==> config.mk <==
export PLATFORM = sky130hd
export DESIGN_NAME = csa_accumulator
export DESIGN_NICKNAME = d
export VERILOG_FILES = /design/src/rtl/csa_accumulator.sv
export SDC_FILE = /design/constraint.sdc
export NUM_CORES = 1
export LEC_CHECK = 0
export CAP_MARGIN = 5
export CORE_MARGIN = 1.5
export CORE_UTILIZATION = 35
export DETAILED_ROUTE_END_ITERATION = 16
export DONT_BUFFER_PORTS = 1
export PLACE_DENSITY = 0.54
export SKIP_CTS_REPAIR_TIMING = 1
export SYNTH_ARGS = -nofsm -noshare
export SYNTH_HDL_FRONTEND = slang
export SYNTH_SLANG_ARGS = --single-unit
==> constraint.sdc <==
create_clock -name clk -period 1.6 [get_ports clk]
set_input_delay 0.16 -clock clk [delete_from_list [all_inputs] [get_ports clk]]
set_output_delay 0.16 -clock clk [all_outputs]
set_load 0.05 [all_outputs]
==> src/rtl/csa_accumulator.sv <==
// ----------------------------------------------------------------------------
// csa_accumulator
//
// Sequential carry-save accumulator for the radix-16 Booth multiplier
// datapath. One pre-shifted, sign-extended partial product is taken per
// accepted cycle. The running total is kept in redundant sum/carry form
// using a single row of full-adder cells, so the cycle time never depends
// on a carry chain. After N_PP terms the sum/carry pair is presented to the
// final stage over a valid/ready handshake.
//
// Optional feature macro: CSA_FINAL_CPA_EN
//   defined   : adds a FINAL state and an ACC_W-bit carry-propagate adder;
//               out_result carries the resolved sum (one extra cycle latency).
//   undefined : no FINAL state, no adder; out_result is tied to zero and the
//               consumer resolves out_sum + out_carry itself.
//
// Parameters:
//   ACC_W  accumulator width (>= 2); all arithmetic is modulo 2^ACC_W
//   N_PP   partial products per operation (>= 1)
//
// Ports:
//   clk        clock, all state changes on the rising edge
//   rst_n      synchronous active-low reset
//   in_valid   pp_in holds a valid partial product
//   in_ready   block can accept a term this cycle (registered)
//   pp_in      two's-complement partial product, pre-shifted/sign-extended
//   out_valid  out_sum/out_carry/out_result are valid (registered)
//   out_ready  downstream consumes the output
//   out_sum    redundant sum vector
//   out_carry  redundant carry vector, already aligned (weight 1 per bit)
//   out_result resolved result (zero unless CSA_FINAL_CPA_EN is defined)
// ----------------------------------------------------------------------------
module csa_accumulator #(
  parameter int ACC_W = 16,
  parameter int N_PP  = 4
) (
  input  logic             clk,
  input  logic             rst_n,
  input  logic             in_valid,
  output logic             in_ready,
  input  logic [ACC_W-1:0] pp_in,
  output logic             out_valid,
  input  logic             out_ready,
  output logic [ACC_W-1:0] out_sum,
  output logic [ACC_W-1:0] out_carry,
  output logic [ACC_W-1:0] out_result
);

  // Counter must hold the value N_PP itself.
  localparam int CNT_W = $clog2(N_PP + 1);

  // Counter value held while the final term of a batch is being accepted.
  localparam logic [CNT_W-1:0] LAST_CNT = CNT_W'(N_PP - 1);
  localparam logic [CNT_W-1:0] ONE_CNT  = CNT_W'(1);
  localparam bit               SINGLE   = (N_PP == 1);

`ifdef CSA_FINAL_CPA_EN
  typedef enum logic [1:0] {
    ST_IDLE  = 2'd0,
    ST_ACCUM = 2'd1,
    ST_FINAL = 2'd2,
    ST_DONE  = 2'd3
  } state_t;

  // After the last term the pair still has to be resolved.
  localparam state_t ST_END    = ST_FINAL;
  localparam logic   END_VALID = 1'b0;
`else
  typedef enum logic [1:0] {
    ST_IDLE  = 2'd0,
    ST_ACCUM = 2'd1,
    ST_DONE  = 2'd3
  } state_t;

  // After the last term the pair goes straight to the output.
  localparam state_t ST_END    = ST_DONE;
  localparam logic   END_VALID = 1'b1;
`endif

  // --------------------------------------------------------------------------
  // Full-adder row helpers. Each bit position is an independent full adder;
  // the majority output has weight 2, so it is shifted up one position and
  // the carry out of the MSB falls off (modulo 2^ACC_W).
  // --------------------------------------------------------------------------
  function automatic logic [ACC_W-1:0] csa_sum(
    input logic [ACC_W-1:0] a,
    input logic [ACC_W-1:0] b,
    input logic [ACC_W-1:0] c
  );
    return a ^ b ^ c;
  endfunction

  function automatic logic [ACC_W-1:0] csa_carry(
    input logic [ACC_W-1:0] a,
    input logic [ACC_W-1:0] b,
    input logic [ACC_W-1:0] c
  );
    logic [ACC_W-1:0] maj;
    maj = (a & b) | (a & c) | (b & c);
    return {maj[ACC_W-2:0], 1'b0};
  endfunction

  state_t           state_r;
  logic [CNT_W-1:0] cnt_r;
  logic [ACC_W-1:0] sum_r;
  logic [ACC_W-1:0] carry_r;
  logic             in_ready_r;
  logic             out_valid_r;

  logic             accept_s;
  logic             last_term_s;
  logic [ACC_W-1:0] csa_sum_s;
  logic [ACC_W-1:0] csa_carry_s;

  // Acceptance uses the registered ready, so pp_in is ignored whenever
  // in_ready is low regardless of in_valid.
  assign accept_s    = in_valid & in_ready_r;
  assign last_term_s = (cnt_r == LAST_CNT);
  assign csa_sum_s   = csa_sum(sum_r, carry_r, pp_in);
  assign csa_carry_s = csa_carry(sum_r, carry_r, pp_in);

`ifdef CSA_FINAL_CPA_EN
  logic [ACC_W-1:0] result_r;
  logic [ACC_W-1:0] cpa_s;

  // Carry-propagate resolution of the redundant pair; carry-out discarded.
  assign cpa_s = sum_r + carry_r;

  // Resolved result register, loaded only in FINAL.
  always_ff @(posedge clk) begin
    if (!rst_n) begin
      result_r <= {ACC_W{1'b0}};
    end else if (state_r == ST_FINAL) begin
      result_r <= cpa_s;
    end else begin
      result_r <= result_r;
    end
  end

  assign out_result = result_r;
`else
  assign out_result = {ACC_W{1'b0}};
`endif

  // Control FSM with the accumulator pair and the registered handshake flags.
  // in_ready/out_valid are loaded with the value matching the next state so
  // they are true flop outputs with no decode after the register.
  always_ff @(posedge clk) begin
    if (!rst_n) begin
      state_r     <= ST_IDLE;
      cnt_r       <= {CNT_W{1'b0}};
      sum_r       <= {ACC_W{1'b0}};
      carry_r     <= {ACC_W{1'b0}};
      in_ready_r  <= 1'b0;
      out_valid_r <= 1'b0;
    end else begin
      case (state_r)
        ST_IDLE: begin
          // First term of a batch loads the pair directly.
          in_ready_r <= 1'b1;
          if (accept_s) begin
            sum_r   <= pp_in;
            carry_r <= {ACC_W{1'b0}};
            cnt_r   <= ONE_CNT;
            if (SINGLE) begin
              state_r     <= ST_END;
              in_ready_r  <= 1'b0;
              out_valid_r <= END_VALID;
            end else begin
              state_r <= ST_ACCUM;
            end
          end else begin
            state_r <= ST_IDLE;
          end
        end

        ST_ACCUM: begin
          in_ready_r <= 1'b1;
          if (accept_s) begin
            sum_r   <= csa_sum_s;
            carry_r <= csa_carry_s;
            cnt_r   <= cnt_r + ONE_CNT;
            if (last_term_s) begin
              state_r     <= ST_END;
              in_ready_r  <= 1'b0;
              out_valid_r <= END_VALID;
            end else begin
              state_r <= ST_ACCUM;
            end
          end else begin
            state_r <= ST_ACCUM;
          end
        end

`ifdef CSA_FINAL_CPA_EN
        ST_FINAL: begin
          // result_r is loaded by its own register this cycle.
          state_r     <= ST_DONE;
          in_ready_r  <= 1'b0;
          out_valid_r <= 1'b1;
        end
`endif

        ST_DONE: begin
          // in_ready stays low through the handshake cycle, which forces one
          // idle cycle before the next batch can start.
          in_ready_r <= out_ready;
          if (out_ready) begin
            state_r     <= ST_IDLE;
            cnt_r       <= {CNT_W{1'b0}};
            out_valid_r <= 1'b0;
          end else begin
            state_r     <= ST_DONE;
            out_valid_r <= 1'b1;
          end
        end

        default: begin
          // Unreachable encoding: drop any partial work and restart cleanly.
          state_r     <= ST_IDLE;
          cnt_r       <= {CNT_W{1'b0}};
          sum_r       <= {ACC_W{1'b0}};
          carry_r     <= {ACC_W{1'b0}};
          in_ready_r  <= 1'b0;
          out_valid_r <= 1'b0;
        end
      endcase
    end
  end

  assign in_ready  = in_ready_r;
  assign out_valid = out_valid_r;
  assign out_sum   = sum_r;
  assign out_carry = carry_r;

endmodule

# Word-level counts from Yosys, hierarchy flattened
# Cells that the tools add are included.
[word_totals]
mem_bits_rw = 0
mem_count = 0
register_bits = 39
mem_bits_ro = 0
latchBits = 0
[classes]
n_bitwise = 10
n_eq_ne = 7
mux = 22
multipliers = 0
shift = 0
magnitude_cmp = 0
addsub = 1
div_mod_pow = 0
reduce_logical = 4
[ops]
columns = ["op", "n"]
rows = [
  ["$pmux 16 s3", 2],
  ["$mux 16", 4],
  ["$and 15x15->15", 3],
  ["$xor 16x16->16", 2],
  ["$or 15x15->15", 2],
  ["$mux 3", 3],
  ["$pmux 3 s3", 1],
  ["$reduce_and 3->1", 3],
  ["$ne 2x2->1 const B", 4],
  ["$mux 1", 6],
  ["$mux 2", 3],
  ["$pmux 1 s3", 2],
  ["$pmux 2 s3", 1],
  ["$add 3x1->3 const B", 1],
  ["$eq 3x2->1 const B", 1],
  ["$eq 2x1->1 const B", 1],
  ["$eq 2x2->1 const B", 1],
  ["$logic_not 2->1", 1],
  ["$not 1->1", 2],
  ["$and 1x1->1", 1],
]

# Longest topological paths before layout
[depth]
depth_word = 5
mapped_depth = 6

# Least setup slack after synthesis
# No wires, ideal clock.
[synth_path]
path_kind = "register to register"
startpoint = "register in_ready_r (netlist: in_ready)"
endpoint = "register carry_r[10] (netlist: out_carry[10])"
stages_incl_launch_ff = 6
path_slack_ns = 0.045
t_arrival_ns = 1.439
n_path_buf = 1
synth_period_minus_slack_ns = 1.555
required_ns = 1.483
path_cell_list = "dfxtp_1 nand2_1 nor2_1 and2b_4 buf_6 a22o_1"
[synth_via]
elab_chain_cells = 3
elab_cells_between_ends = 4
[synth_rtl]
columns = ["element", "line_no", "text"]
rows = [
  ["start: declaration", "107", "logic in_ready_r;"],
  ["start signal: assignment", "207", "in_ready_r <= out_ready;"],
  ["$and 1x1->1 *", "117", "assign accept_s = in_valid & in_ready_r;"],
  ["$ne 2x2->1 (no source line)", "n/a", ""],
  ["$reduce_and 3->1 (no source line) *", "n/a", ""],
  ["end signal: assignment", "153", "carry_r <= {ACC_W{1'b0}};"],
  ["end signal: assignment", "163", "carry_r <= {ACC_W{1'b0}};"],
  ["end signal: assignment", "181", "carry_r <= csa_carry_s;"],
  ["end: declaration", "106", "logic [ACC_W-1:0] carry_r;"],
]
# Every way passes the cells marked *; elsewhere a longest branch is shown, timed or not.
# A chain may end at the register's enable or synchronous reset.

# Worst setup path in the final report
[layout_path]
startpoint = "register in_ready_r (netlist: in_ready)"
endpoint = "register state_r[0]"
[layout_via]
elab_chain_cells = 3
elab_cells_between_ends = 4
[layout_rtl]
columns = ["element", "line_no", "text"]
rows = [
  ["$and 1x1->1 *", "117", ""],
  ["$mux 2 / $mux 1 (equally long branches)", "179, 161", ""],
  ["$pmux 2 s3 *", "157", "case (state_r)"],
  ["end signal: assignment", "166", "state_r <= ST_END;"],
  ["end signal: assignment", "184", "state_r <= ST_END;"],
  ["end signal: assignment", "188", "state_r <= ST_ACCUM;"],
  ["end: declaration", "103", "state_t state_r;"],
]
# Marks and branches as above.

==> results.py <==
metrics = {
    "yosys": {
        "synth_area_mm2": 0.001964,
        "synth_area_per_cell_um2": 10.56,
        "yosysUniqueCellTypes": 34,
        "yosys_most_used_dff": "dfxtp_1",
        "async_flop_share_pct": 0,
        "synthCells": 186,
        "synth-edff-count": 0,
        "ys_ff_latch": 38,
        "synth_seq_area_share_pct": 38.73,
        "yosys_warnings": 0,
    },
    "clock_network": {
        "htree_levels": 2,
        "cts_buffers": 5,
        "clockRootBuffer": "clkbuf_8",
        "clock_latency_ns": 0.29,
        "tritoncts": "done",
        "clockBufferDepth": 2,
        "clkSinkCount": 38,
        "clkTransAtPathRegs_ns": 0.07,
    },
    "place": {
        "place_hpwl_um": 3368,
        "placed_area_mm2": 0.002195,
        "port_buffers": 0,
        "gp_congestion": 0.7284,
    },
    "critical_path": {
        "critical_path.startpoint_type": "register",
        "cp_max_fo": 11,
        "crit_type": "register to register",
        "crit_path_end_kind": "register",
        "worstRegToRegCells": 6,
        "critPathRequiredTime_ns": 1.84,
        "arrival_ns": 1.61,
    },
    "grt": {
        "grt_max_degree": 19,
        "grt_pass1_vias": 1466,
        "antenna_found_initial": 0,
        "track_usage_pct": 15.91,
        "grt_pass1_wl_um": 7389,
        "grt_overflow": 0,
    },
    "sta": {
        "setup_viol": 0,
        "hold_violations": 1,
        "fin_worst_skew_ns": 0.003679,
        "whs_ns": -0.0008530,
        "rsz0062_at_grt": "no",
        "maxSlewViolCount": 0,
        "finalCriticalPeriod_ns": 1.372,
        "setup-tns-final_ns": 0,
        "min_period_over_period_pct": 85.76,
        "max_clock_freq_mhz": 728.8,
    },
    "pwr": {
        "ir_drop_mv": 0.5019,
        "share_seq_of_total_power_pct": 48.0,
        "switching_share_pct": 32.97,
        "power.internal_mw": 1.411,
        "power.density_mw_per_mm2": 922.1,
        "p_comb_share_pct": 22.5,
        "pwr-share-clk_pct": 29.5,
        "p_sw_uw": 694.2,
        "leakagePower_nw": 1.010,
    },
    "floorplanning": {
        "start_util_pct": 35.89,
        "die_h_um": 77.92,
        "rows": 27,
        "die-width_um": 77.92,
        "core_mm2": 0.005473,
        "die_area_mm2": 0.006071,
        "io_pins": 70,
    },
    "detailed_routing": {
        "via_count": 1464,
        "drt-total-wl_um": 4579,
        "wire_per_inst_um": 15.57,
        "ant_nets": 0,
        "dr.pass1.iters": 4,
        "vias_per_cell": 4.980,
        "drt-initial-drc-count": 55,
        "drc_errors": 0,
    },
    "finish": {
        "utilization_pct": 41.72,
        "diodes": 0,
        "final_cell_mix": "buf_4, dfxtp_1, o21ai_0, conb_1",
        "drive_gt1_share_pct": 25.23,
        "nets": 259,
        "design_area_mm2": 0.002283,
        "area_growth_pct": 16.24,
        "final_common_cell": "buf_4",
    },
    "worst_hold_path": {
        "hold_path.class": "input pin to register",
        "whs_path_depth": 1,
    },
    "run_status": {
        "run_status": "complete, but fails checks",
        "violations": "hold timing",
    },
    "run": {
        "cap_violations": 0,
    },
}
-- area by class of cell --
class / count / area [µm²]
Inverter: 3 / 13.76
Clock buffer: 5 / 68.82
Clock inverter: 2 / 10.01
Multi-Input combinational cell: 129 / 999.7
Sequential cell: 38 / 760.7
Timing Repair Buffer: 45 / 340.3
Tap cell: 72 / 90.09
Fill cell: 554 / 3189
-- worst paths after layout --
kind / from / slack, ns / end
max: in_ready$_SDFF_PN0_ / 0.23 / state_r[0]$_SDFF_PN0_
min: rst_n / -0.0009 / out_valid$_SDFFE_PN0P_
max reg2reg: in_ready$_SDFF_PN0_ / 0.23 / state_r[0]$_SDFF_PN0_
min reg2reg: cnt_r[0]$_SDFFE_PN0P_ / 0.48 / cnt_r[0]$_SDFFE_PN0P_
-- cell usage after synthesis, types with 2 or more instances --
library cell,n,share of area [%]
and2_1,2,0.64
fa_1,14,14
nand2_1,6,1.1
buf_2,5,1.3
nor2b_1,4,1.3
inv_1,2,0.38
and3_1,2,0.64
buf_6,6,3.4
o21ai_0,18,4.6
clkbuf_1,2,0.38
buf_4,18,6.9
o22ai_1,16,5.1
ha_1,3,1.9
a21oi_1,16,4.1
dfxtp_1,38,39
a32oi_1,2,0.89
nor2_1,2,0.38
a22o_1,14,6.2
-- stage by stage --
step           setup WS (ns)  std cells  total power [mW]  hold WS [ns]
4_1_cts               0.2235        293             2.125     -0.007915
3_5_place_dp          0.2600        286             1.504        0.2887
6_report              0.2278        294             2.106    -0.0008530
5_1_grt               0.1065        294             2.203       0.01313
2_1_floorplan        0.04454        202             1.445        0.3659
3_3_place_gp          0.2457        286             1.500        0.2881
-- worst max-delay path, stage by stage (launching register included) --
cell	delay, ns
dfxtp_1	0.33
buf_4	0.20
and2_1	0.26
buf_4	0.23
nor2_1	0.06
o22ai_1	0.11
and2_1	0.13
-- power by group through the flow --
stage                     registers (mW)  clock network [mW]  logic (mW)
after floorplan                     1.14                   0       0.302
after global placement              1.03                   0       0.469
after detailed placement            1.03                   0       0.473
after CTS                           1.01               0.640       0.474
after global routing                1.02               0.672       0.514
final                               1.01               0.622       0.474
-- routing by layer --
| metal | GRT usage [%] | routed length, µm | up-vias | share of wire (%) |
|---|---|---|---|---|
| met5 | 0 | 0 | - | 0 |
| met4 | 4.821 | 36 | 0 | 0.79 |
| met3 | 6.471 | 421 | 4 | 9.2 |
| met2 | 23.74 | 2033 | 53 | 44 |
| met1 | 20.99 | 2087 | 703 | 46 |
| li1 | - | - | 704 | - |
-- kinds of logic after synthesis --
kind of cell	count (synthesis)	synth area share, %
mux	1	0.5096
buf+inv	35	13.44
other cells	1	0.1909
compound gates	72	24.14
simple gates	20	5.923
flops	38	38.73
xor+xnor	2	0.8919
fa+ha+maj	17	16.18
-- registers in the layout, summed over array words and instances, names as in the netlist --
register,flops
out_sum,16
out_carry,15
out_valid,1
cnt_r,3
in_ready,1
state_r,2
Note: power is estimated with default switching activity, not from simulation.
